===== config.mk =====
export PLATFORM = sky130hd
export DESIGN_NAME = mmio_port_ctrl
export DESIGN_NICKNAME = d
export VERILOG_FILES = /design/src/rtl/mmio_port_ctrl.sv
export SDC_FILE = /design/constraint.sdc
export NUM_CORES = 1
export LEC_CHECK = 0
export CAP_MARGIN = 10
export CORE_ASPECT_RATIO = 0.6
export CORE_MARGIN = 1
export CORE_UTILIZATION = 29
export DETAILED_ROUTE_END_ITERATION = 6
export HOLD_SLACK_MARGIN = 0.02
export PLACE_DENSITY = 0.64
export SLEW_MARGIN = 20
export SYNTH_ARGS = -nofsm -noshare
export SYNTH_HDL_FRONTEND = slang
export SYNTH_SLANG_ARGS = --single-unit

===== constraint.sdc =====
create_clock -name clk -period 1.97 [get_ports clk]
set_clock_uncertainty 0.2 [all_clocks]
set_input_delay 0.197 -clock clk [delete_from_list [all_inputs] [get_ports clk]]
set_output_delay 0.197 -clock clk [all_outputs]
set_load 0.02 [all_outputs]

===== src/rtl/mmio_port_ctrl.sv =====
// mmio_port_ctrl: memory-mapped I/O port controller on the CPU data bus.
// NUM_IN input channels are synchronised and edge-captured into holding
// registers with ready/overrun flags. NUM_OUT output channels drive a
// valid/ack handshake with a drop flag. All flags are polled through one
// STATUS word at offset 0x00 of a 256-byte window.
module mmio_port_ctrl #(
  parameter int                DATA_W      = 32,
  parameter int                NUM_IN      = 2,
  parameter int                NUM_OUT     = 2,
  parameter int                IN_W        = 30,
  parameter int                OUT_W       = 30,
  parameter logic [DATA_W-1:0] BASE_ADDR   = 32'hFFFF_F000,
  parameter int                SYNC_STAGES = 2
) (
  input  logic                     clk,
  input  logic                     rst,
  input  logic [DATA_W-1:0]        addr,
  input  logic [DATA_W-1:0]        wdata,
  input  logic                     lw_en,
  input  logic                     sw_en,
  output logic                     hit,
  output logic [DATA_W-1:0]        rdata,
  input  logic [NUM_IN-1:0]        in_valid,
  input  logic [NUM_IN*IN_W-1:0]   in_data,
  output logic [NUM_OUT-1:0]       out_valid,
  output logic [NUM_OUT*OUT_W-1:0] out_data,
  input  logic [NUM_OUT-1:0]       out_ack
);

  // Word indices inside the window: IN_DATA[i] at 0x10+4i, OUT_DATA[j] at 0x40+4j.
  localparam int IN_WORD  = 4;
  localparam int OUT_WORD = 16;

  logic [5:0]                        word;
  logic [DATA_W-1:0]                 status;
  logic [DATA_W-1:0]                 load_val;
  logic                              unused_bits;

  logic [NUM_IN-1:0][SYNC_STAGES-1:0] sync_q;
  logic [SYNC_STAGES-1:0]            flush_q;
  logic [NUM_IN-1:0]                 prev_q;
  logic [NUM_IN-1:0]                 armed_q;
  logic [NUM_IN-1:0][IN_W-1:0]       hold_q;
  logic [NUM_IN-1:0]                 in_ready;
  logic [NUM_IN-1:0]                 in_ovr;
  logic [NUM_OUT-1:0]                out_drop;

  logic [NUM_IN-1:0]                 capture;
  logic [NUM_IN-1:0]                 rd_in;
  logic [NUM_IN-1:0]                 clr_ovr;
  logic [NUM_OUT-1:0]                wr_out;
  logic [NUM_OUT-1:0]                clr_drop;

  // Address decode: window match on the upper bits, word offset relative to the base.
  assign hit         = (addr[DATA_W-1:8] == BASE_ADDR[DATA_W-1:8]);
  assign word        = addr[7:2] - BASE_ADDR[7:2];
  assign unused_bits = ^{addr[1:0], wdata};

  // Per-channel strobes derived from the bus access and the synchronised inputs.
  always_comb begin
    capture  = '0;
    rd_in    = '0;
    clr_ovr  = '0;
    wr_out   = '0;
    clr_drop = '0;
    for (int i = 0; i < NUM_IN; i++) begin
      capture[i] = sync_q[i][SYNC_STAGES-1] & ~prev_q[i] & armed_q[i];
      rd_in[i]   = lw_en & hit & (word == 6'(IN_WORD + i));
      clr_ovr[i] = sw_en & hit & (word == 6'd0) & wdata[8+i];
    end
    for (int j = 0; j < NUM_OUT; j++) begin
      wr_out[j]   = sw_en & hit & (word == 6'(OUT_WORD + j));
      clr_drop[j] = sw_en & hit & (word == 6'd0) & wdata[24+j];
    end
  end

  // Load data selection from pre-edge state, so a simultaneous store is not visible.
  always_comb begin
    status   = '0;
    load_val = '0;
    status[NUM_IN-1:0]    = in_ready;
    status[8 +: NUM_IN]   = in_ovr;
    status[16 +: NUM_OUT] = out_valid;
    status[24 +: NUM_OUT] = out_drop;
    if (word == 6'd0) begin
      load_val = status;
    end
    for (int i = 0; i < NUM_IN; i++) begin
      if (word == 6'(IN_WORD + i)) begin
        load_val = DATA_W'(hold_q[i]);
      end
    end
    for (int j = 0; j < NUM_OUT; j++) begin
      if (word == 6'(OUT_WORD + j)) begin
        load_val = DATA_W'(out_data[j*OUT_W +: OUT_W]);
      end
    end
  end

  // Registered load data; only loads that hit the window update it.
  always_ff @(posedge clk or negedge rst) begin
    if (!rst) begin
      rdata <= '0;
    end else if (lw_en && hit) begin
      rdata <= load_val;
    end
  end

  // Input channels: synchroniser, edge capture, ready/overrun bookkeeping.
  // flush_q marks when the synchroniser holds genuinely sampled values after
  // reset; a channel is armed only after seeing a real low, so a line held
  // high across reset release never produces a capture until it drops.
  always_ff @(posedge clk or negedge rst) begin
    if (!rst) begin
      sync_q   <= '0;
      flush_q  <= '0;
      prev_q   <= '0;
      armed_q  <= '0;
      hold_q   <= '0;
      in_ready <= '0;
      in_ovr   <= '0;
    end else begin
      flush_q <= {flush_q[SYNC_STAGES-2:0], 1'b1};
      for (int i = 0; i < NUM_IN; i++) begin
        sync_q[i] <= {sync_q[i][SYNC_STAGES-2:0], in_valid[i]};
        prev_q[i] <= sync_q[i][SYNC_STAGES-1];
        if (flush_q[SYNC_STAGES-1] && !sync_q[i][SYNC_STAGES-1]) begin
          armed_q[i] <= 1'b1;
        end
        if (capture[i]) begin
          hold_q[i]   <= in_data[i*IN_W +: IN_W];
          in_ready[i] <= 1'b1;
        end else if (rd_in[i]) begin
          in_ready[i] <= 1'b0;
        end
        if (capture[i] && in_ready[i] && !rd_in[i]) begin
          in_ovr[i] <= 1'b1;
        end else if (clr_ovr[i]) begin
          in_ovr[i] <= 1'b0;
        end
      end
    end
  end

  // Output channels: store-to-valid handshake with ack, drop flag on busy stores.
  always_ff @(posedge clk or negedge rst) begin
    if (!rst) begin
      out_valid <= '0;
      out_data  <= '0;
      out_drop  <= '0;
    end else begin
      for (int j = 0; j < NUM_OUT; j++) begin
        if (wr_out[j] && (!out_valid[j] || out_ack[j])) begin
          out_data[j*OUT_W +: OUT_W] <= wdata[OUT_W-1:0];
          out_valid[j]               <= 1'b1;
        end else if (out_ack[j]) begin
          out_valid[j] <= 1'b0;
        end
        if (wr_out[j] && out_valid[j] && !out_ack[j]) begin
          out_drop[j] <= 1'b1;
        end else if (clr_drop[j]) begin
          out_drop[j] <= 1'b0;
        end
      end
    end
  end

endmodule

==> flow_summary.toml, run 1 <==
[status]
status = "finished, violations left"
violations = "setup timing"

[floorplanning]
io_pins = 227
die_x_um = 209.4
die_h_um = 126.4
rows = 45
core_area_mm2 = 0.02528
die_area_mm2 = 0.02647
start_util = 0.2960

[timing]
timing_max_transition_violations_final = 0
layout_setup_ws_ns = -0.3532
relSlewSlack = 0.6293
rsz0062_at_grt = "yes"
fin_crit_sh = 1.179
finalSetupViolations = 88
max_freq_mhz = 430.4
hold_viol = 0
fin_crit_ns = 2.323
worst_slew_pin_slew_ns = 0.5561

[synth]
ys_top_cells_by_area = "dfrtp_1 (56%), mux2_2 (15%), and3_1 (3.9%)"
ys_dominant_reg_cell = "dfrtp_1"
yosysTopAreaCellShare = 0.5619
synth_edf_count = 0
synth_area_mm2 = 0.007482
ys_seq_area_frac = 0.5619
ys_warn_count = 0
synth_cell_types = 35
synthCells = 611
syn_area_per_cell_um2 = 12.25
synth_seq_cells = 168
async_flop_share = 1.000
synth_top_area_cell = "dfrtp_1"

[finish]
drive_gt1_frac = 0.3131
seqCellArea_mm2 = 0.004204
final_area_mm2 = 0.01204
final_common_cell = "clkdlybuf4s50_1"
multi_input_area_mm2 = 0.003485
final_cells = 1237
nets = 1026
num-fill-cells = 2293
area_growth_pct = 60.95
final_cell_mix = "clkdlybuf4s50_1 (201), dfrtp_1 (168), mux2_2 (64), mux2_4 (60), buf_4 (47)"

[critical_path]
critPathRequiredTime_ns = 2.09
cp-start-kind = "input port"
arrival_ns = 2.44
path_cells = "buf_6, or4_4, or4_4, nor4b_4, buf_4, buf_6, buf_16, mux2_4"
cpPeakStageDelay_ns = 0.61
end_kind = "flop"
path_class = "input port to flop"
cp_num_buf_inv = 4
crit_family = "simple AND/OR/NAND/NOR gates"
crit_path_top_delay_cell = "or4_4"
path_max_fanout = 8

[hold_path]
min_path_type = "input port to async pin"

[clocking]
h-tree-depth = 4
clk_latency_ns = 0.44
cts_tree = "yes"
cts_sinks = 168
clkSlewWorstSetupHoldPaths_ns = 0.06
cts_root_buf = "clkbuf_16"
cts_made_buffers = 17
cts_buffer_depth = 2

[run]
maxCapViolCount = 0

[place]
dp_hpwl_um = 17730
dp_cells = 1174
placement.io_buffers = 220
gp_congestion = 0.8457
place_area_mm2 = 0.01056

[global_routing]
grt_max_degree = 52
first_global_vias = 6568
grt_pass1_wl_um = 42300
antenna_found_initial = 4
grt_usage = 0.2201
grt_overflow = 0

[pwr]
p_leak_nw = 5.198
vdd_drop_max_mv = 0.5303
powerDensity_mw_per_mm2 = 664.3

[route]
final_antenna_net_count = 0
first_pass_iters = 5
drt-total-wl_um = 28540
vias_per_cell = 5.110
wire_per_inst_um = 23.07
route.detailed.drc = 0
via_count = 6321
drt_iter0_drc = 344
## path summary, 6_finish.rpt
| check | start | end | slack [ns] | depth (start not counted) |
|---|---|---|---|---|
| setup reg to reg | out_valid[0] | out_data[24] | 0.12 | 6 |
| max in group asynchronous | rst | hold_q[22] | 0.88 | 3 |
| setup / recovery | addr[8] | out_data[24] | -0.35 | 8 |
| min in group clk | sync_q[2] | sync_q[3] | 0.15 | 0 |
| hold reg to reg | sync_q[2] | sync_q[3] | 0.15 | 0 |
| hold / removal | rst | hold_q[1] | 0.11 | 2 |
## cells by family after synthesis
family,after synthesis,synth area share
AOI/OAI and AO/OA,111,0.09532
buffers and inverters,54,0.03461
DFF,168,0.5619
muxes,124,0.1866
other,2,0.001004
and+or+nand+nor,152,0.1206
## state kept, by name, summed over array words and instances, names as in the netlist
register   cells
sync_q         4
prev_q         2
flush_q        2
rdata         30
out_data      60
out_valid      2
in_ovr         2
in_ready       2
hold_q        60
armed_q        2
out_drop       2
## metal layers
metal,vias up,GRT usage,wire (µm),part of all wire
met5,-,0,13,0.00046
met4,2,0.06099,298,0.010
met3,27,0.07873,2718,0.095
met2,264,0.3308,12580,0.44
met1,3204,0.2983,12920,0.45
li1,2824,-,-,-
## cell usage after synthesis (4+ instances only)
library cell and instances:
nor3_1 6, nand3b_1 5, and3_1 47, a31oi_1 22, clkbuf_1 37, mux2_1 26, nor2_1 16, inv_1 7
nand2b_1 4, a221oi_1 8, nand2_1 26, or3_1 22, dfrtp_1 168, a21oi_1 25, buf_6 6, mux2_2 98
o21ai_0 16, o31ai_1 38, nand4_1 4
## power breakdown
group	internal (mW)	leakage [nW]	switching, mW
Combinational	0.491	2.76	0.326
Sequential	3.66	2.16	0.105
Clock	1.91	0.282	1.50
## worst register-to-register path: stages, from the launching register on
cell and delay, ns:
dfrtp_1 0.40, nand2b_1 0.13, nor4b_4 0.21, buf_4 0.17
buf_6 0.14, buf_16 0.18, mux2_4 0.31
## metrics by stage
stage	TNS (ns)	total power, mW	hold slack (ns)	setup slack [ns]	utilization
detailed placement	-86.40	4.635	0.005568	-0.9940	0.4176
finish	-21.91	8.000	0.1066	-0.3532	0.4764
global placement	-83.83	4.616	-0.0008032	-0.9507	0.4176
floorplan	-30.49	4.098	-0.2986	-0.4420	-
CTS	-20.41	8.072	0.1095	-0.3643	0.4668
global route	-23.69	8.303	0.1374	-0.3642	0.4763
## cell type report
| type | count | share of cell area |
|---|---|---|
| antenna | 1 | 0.0002078 |
| clock buffer | 19 | 0.03678 |
| clock inverter | 13 | 0.01195 |
| inverter | 7 | 0.002182 |
| multi-input combinational | 390 | 0.2894 |
| sequential | 168 | 0.3491 |
| tap | 329 | 0.03418 |
| timing repair buffer | 310 | 0.2763 |
## repair_timing
action / CTS / global route
setup endpoints to repair: 99 / 96
pin swaps: 11 / 7
resized for setup: 118 / 39
cloned: 8 / 2
hold buffers: 3 / 0
buffers inserted: 12 / 6
hold endpoints to repair: 170 / 0
Power figures use the tool's default switching activity.
==> run 2, diff against run 1 <==
--- a/config.mk
+++ b/config.mk
@@ -8,10 +8,10 @@
 export CAP_MARGIN = 10
 export CORE_ASPECT_RATIO = 0.6
 export CORE_MARGIN = 1
-export CORE_UTILIZATION = 29
+export CORE_UTILIZATION = 47
 export DETAILED_ROUTE_END_ITERATION = 6
 export HOLD_SLACK_MARGIN = 0.02
-export PLACE_DENSITY = 0.64
+export PLACE_DENSITY = 0.9
 export SLEW_MARGIN = 20
 export SYNTH_ARGS = -nofsm -noshare
 export SYNTH_HDL_FRONTEND = slang
==> run 2 against run 1 <==
The flow still finishes with violations (setup timing). Combinational power increased by 0.5%. Final area decreased by 0.34%. Register-to-register slack got worse by 0.15 ns. Total power decreased by 2.3%. Via count increased by 6.7%. Critical path depth unchanged. Count of clock-buffer cells in the layout unchanged. Worst hold slack got worse by 0.052 ns.
==> flow_summary.toml, run 2 (synthesis gave the netlist of run 1 again) <==
[timing]
hold_viol = 0
hold_ws_ns = 0.05418
layout_setup_ws_ns = -0.3822
max_freq_mhz = 425.1
worst_slew_pin_slew_ns = 0.5913
relSlewSlack = 0.6058
finalSetupTns_ns = -28.83
fin_crit_sh = 1.194
finalSetupViolations = 99
fin_crit_ns = 2.352
rsz0062_at_grt = "yes"
timing_max_transition_violations_final = 0

[critical_path]
critPathRequiredTime_ns = 2.08
r2r_setup_slack_ns = -0.03
path_max_fanout = 8
r2r_start = "out_valid[0]"
cp-start-kind = "input port"
end_kind = "flop"
arrival_ns = 2.46
path_class = "input port to flop"
rr_endpoint = "out_data[9]"
reg2regPathDepth = 5

[pwr]
p_switching_mw = 1.887
combPwrFrac = 0.105
seqPwrFrac = 0.482
intPower_mw = 5.933
powerDensity_mw_per_mm2 = 651.6
p_total_mw = 7.820
p_leak_nw = 5.190
sw_frac_of_total = 0.2413
power.share.clock = 0.413
vdd_drop_max_mv = 0.4562

[finish]
seqCellArea_mm2 = 0.004204
utilization = 0.7764
drive_gt1_frac = 0.3300
final_cell_mix = "clkdlybuf4s50_1 (205), dfrtp_1 (168), mux2_2 (64), mux2_4 (60), and3_1 (46)"
num-fill-cells = 907
multi_input_area_mm2 = 0.003676
largestRegisters = "hold_q x60, out_data x60, rdata x30"
area_growth_pct = 60.40
nets = 1020
final_common_cell = "clkdlybuf4s50_1"

[place]
placement.io_buffers = 220
dp_hpwl_um = 16570
preCtsSetupSlack_ns = -0.9913
gp_congestion = 0.9195

[route]
final_antenna_net_count = 0
route.detailed.drc = 0
wire_per_inst_um = 25.58
vias_per_cell = 6.108
drt_iter0_drc = 548
via_count = 6743
drt-total-wl_um = 28240
first_pass_iters = 5

[clocking]
clk_latency_ns = 0.43
cts_sinks = 168
cts_made_buffers = 17
cts_tree = "yes"
cts_root_buf = "clkbuf_16"
clkSlewWorstSetupHoldPaths_ns = 0.06
cts_buffer_depth = 2
h-tree-depth = 4

[hold_path]
min_path_type = "input port to flop"
hp-start = "in_valid[0]"
holdPathEnd = "sync_q[0]"
holdPathStages = 1

[global_routing]
grt_pass1_wl_um = 40650
gr-max-usage-layer = "met2"
use_met1 = 0.4574
grt_usage = 0.3436
first_global_vias = 6930
grtUsageMet3 = 0.09133
grt_overflow = 0
grt_max_degree = 56
met2_usage = 0.5398
antenna_found_initial = 1

[status]
status = "finished, violations left"
violations = "setup timing"

[floorplanning]
core_area_mm2 = 0.01546
die_x_um = 164.9
start_util = 0.4840
io_pins = 227
die_h_um = 99.74
die_area_mm2 = 0.01645
rows = 35

[run]
maxCapViolCount = 0
-- run 2: per-stage QoR --
stage | cells | instance area (µm²)
floorplan | 612 | 7506
global placement | 1040 | 10250
detailed placement | 1040 | 10250
CTS | 1101 | 11750
global route | 1104 | 12000
finish | 1104 | 12000
-- run 2: per-layer routing --
metal | vias up | wire, µm
li1 | 2804 | -
met1 | 3377 | 11290
met2 | 491 | 13230
met3 | 71 | 3029
met4 | 0 | 694
met5 | - | 0
-- run 2: power groups by stage --
stage               logic (mW)  registers (mW)  clock network, mW
CTS                      0.802            3.76               3.24
finish                   0.821            3.77               3.23
global route             0.874            3.79               3.40
floorplan                0.313            3.79                  0
global placement         0.762            3.81                  0
detailed placement       0.786            3.83                  0
-- run 2: timing repair --
action,in CTS,in global routing
endpoints found under the hold margin,165,0
gates cloned,12,0
pin swaps,17,25
setup endpoints to repair,99,98
setup buffers,18,11
hold buffers,2,0
gates resized for setup,145,56
-- run 2: how the worst max path moves through the flow --
stage	from	endpoint	slack, ns	depth (start not counted)
floorplan	addr[9]	out_data[19]	-0.44	6
global placement	addr[7]	out_data[7]	-0.99	6
detailed placement	addr[7]	out_data[8]	-0.99	6
CTS	addr[8]	out_data[43]	-0.46	9
global route	addr[8]	out_data[52]	-0.40	8
finish	addr[8]	out_data[46]	-0.38	8
-- run 2: layout make-up --
| type | count | area share |
|---|---|---|
| Antenna cell | 1 | 0.0002085 |
| Clock buffer | 19 | 0.03691 |
| Clock inverter | 12 | 0.009904 |
| Inverter | 7 | 0.002189 |
| Multi-Input combinational cell | 390 | 0.3063 |
| Sequential cell | 168 | 0.3503 |
| Tap cell | 203 | 0.02116 |
| Timing Repair Buffer | 304 | 0.2730 |
-- run 2: worst max-delay path, stage by stage --
cell	delay [ns]
buf_6	0.09
or4_4	0.54
or4_4	0.58
buf_6	0.16
nor4b_4	0.22
buf_6	0.20
buf_12	0.16
mux2_4	0.30
==> run 3, diff against run 2 <==
--- a/config.mk
+++ b/config.mk
@@ -10,7 +10,6 @@
 export CORE_MARGIN = 1
 export CORE_UTILIZATION = 47
 export DETAILED_ROUTE_END_ITERATION = 6
-export HOLD_SLACK_MARGIN = 0.02
 export PLACE_DENSITY = 0.9
 export SLEW_MARGIN = 20
 export SYNTH_ARGS = -nofsm -noshare
==> constraint.sdc (replaced) <==
create_clock -name clk -period 2.7 [get_ports clk]
set_clock_uncertainty 0.2 [all_clocks]
set_input_delay 0.27 -clock clk [delete_from_list [all_inputs] [get_ports clk]]
set_output_delay 0.27 -clock clk [all_outputs]
set_load 0.02 [all_outputs]
==> run 3 against run 2 <==
Largest cell class unchanged. Global-route usage shrank 4.7 points. The run now ends clean. Critical path type unchanged. Largest power group unchanged. Sequential cell count is the same. Worst setup slack gained 0.43 ns. Critical endpoint is now out_data[33].
==> flow_summary.toml, run 3 (synthesis gave the netlist of run 1 again) <==
[timing]
rsz0062_at_grt = "yes"
hold_ws_ns = 0.08663
hold_viol = 0
worst_slew_pin_slew_ns = 0.5893
finalSetupViolations = 0
fin_crit_sh = 0.9831
timing_max_transition_violations_final = 0
max_freq_mhz = 376.7
finalSetupTns_ns = 0
relSlewSlack = 0.6059
fin_crit_ns = 2.654

[clocking]
clk_latency_ns = 0.42
cts_buffer_depth = 2
clkSlewWorstSetupHoldPaths_ns = 0.07
cts_root_buf = "clkbuf_16"
cts_made_buffers = 17
cts_sinks = 168
cts_tree = "yes"
h-tree-depth = 4

[place]
dp_hpwl_um = 16180
gp_congestion = 0.9102
placement.io_buffers = 220

[route]
vias_per_cell = 5.915
drt-total-wl_um = 23730
wire_per_inst_um = 22.39
first_pass_iters = 5
via_count = 6270
drt_iter0_drc = 504
final_antenna_net_count = 0
route.detailed.drc = 0

[pwr]
p_total_mw = 5.846
powerDensity_mw_per_mm2 = 542.7
p_leak_nw = 4.721
vdd_drop_max_mv = 0.4610

[finish]
utilization = 0.6968
nets = 977
n_antenna_cell = 0
final_common_cell = "clkdlybuf4s50_1"
final_cell_mix = "clkdlybuf4s50_1 (218), dfrtp_1 (168), mux2_2 (97), and3_1 (47), o31ai_1 (38)"
area_growth_pct = 43.96
num-fill-cells = 1097
drive_gt1_frac = 0.2170
largestRegisters = "hold_q x60, out_data x60, rdata x30"

[critical_path]
cp_common_cell = "or4_4"
r2r_setup_slack_ns = 0.67
reg2regPathDepth = 3
rr_endpoint = "hold_q[53]"
r2r_start = "sync_q[3]"
cp_num_buf_inv = 3
cpPeakStageDelay_ns = 0.55
crit_path_top_delay_cell = "or4_4"
path_max_fanout = 9
crit_family = "simple AND/OR/NAND/NOR gates"
crit_cells = 7
path_class = "input port to flop"
end_kind = "flop"
path_cells = "clkdlybuf4s50_1, or4_4, or4_4, nor4b_4, buf_4, buf_12, mux2_2"
cp-start-kind = "input port"
arrival_ns = 2.75
critPathRequiredTime_ns = 2.80

[hold_path]
holdPathStages = 1
min_path_type = "input port to flop"
hp-start = "in_valid[0]"
holdPathEnd = "sync_q[0]"

[floorplanning]
die_x_um = 164.9
rows = 35
die_h_um = 99.74
start_util = 0.4840
die_area_mm2 = 0.01645
core_area_mm2 = 0.01546
io_pins = 227

[global_routing]
first_global_vias = 6456
grtUsageMet3 = 0.07256
gr-max-usage-layer = "met2"
grt_usage = 0.2968
grt_pass1_wl_um = 35980
use_met1 = 0.4040
grt_max_degree = 73
antenna_found_initial = 0
met2_usage = 0.4738
grt_overflow = 0

[status]
status = "completed"

[run]
maxCapViolCount = 0
-- run 3: cell types whose count changed in the layout (fill, tap and decap cells not counted), sizes merged, moves of 2 or more --
cell,previous run,this run
buf,87,41
clkinv,6,3
bufinv,1,3
dlymetal6s2s,9,0
clkdlybuf4s50,205,218
-- run 3: how the worst max path moves through the flow --
| stage | startpoint | slack, ns | to |
|---|---|---|---|
| 3_5_place_dp | addr[9] | -0.66 | out_data[1] |
| 6_report | addr[10] | 0.05 | out_data[33] |
| 2_1_floorplan | addr[9] | 0.07 | out_data[19] |
| 4_1_cts | addr[9] | 0.02 | hit |
| 3_3_place_gp | addr[9] | -0.61 | out_data[7] |
| 5_1_grt | addr[10] | -0.003 | out_data[40] |
-- run 3: layer usage --
metal	wire length (µm)	vias up
met5	0	-
met4	361	0
met1	10110	3163
met2	11210	350
met3	2048	37
li1	-	2720
-- run 3: what timing repair did --
action	in CTS	in global routing
pin swaps	2	3
buffers inserted	2	0
endpoints found under the hold margin	39	0
gates resized for setup	8	6
hold buffers	1	0
endpoints found under the setup margin	61	61
cloned	1	0
-- run 3: where the power goes --
group | switching [mW] | total, mW | leakage (nW) | internal [mW]
clock | 1.04 | 2.53 | 0.294 | 1.50
sequential | 0.0768 | 2.75 | 2.16 | 2.67
combinational | 0.227 | 0.561 | 2.27 | 0.334
total | 1.34 | 5.85 | 4.72 | 4.50
-- run 3: final cells by class --
class | instances | area (µm²) | share of cell area
Sequential cell | 168 | 4204 | 0.3903
Multi-Input combinational cell | 390 | 3059 | 0.2840
Timing Repair Buffer | 261 | 2618 | 0.2430
Clock buffer | 19 | 442.9 | 0.04112
Tap cell | 203 | 254.0 | 0.02358
Clock inverter | 12 | 167.7 | 0.01557
Inverter | 7 | 26.28 | 0.002439
-- run 3: metrics by stage --
stage / cell area, µm² / worst slack [ns] / std cells
floorplan: 7486 / 0.07165 / 612
global placement: 10100 / -0.6083 / 1026
detailed placement: 10100 / -0.6604 / 1026
CTS: 10760 / 0.02224 / 1061
global route: 10770 / -0.003442 / 1060
finish: 10770 / 0.04560 / 1060
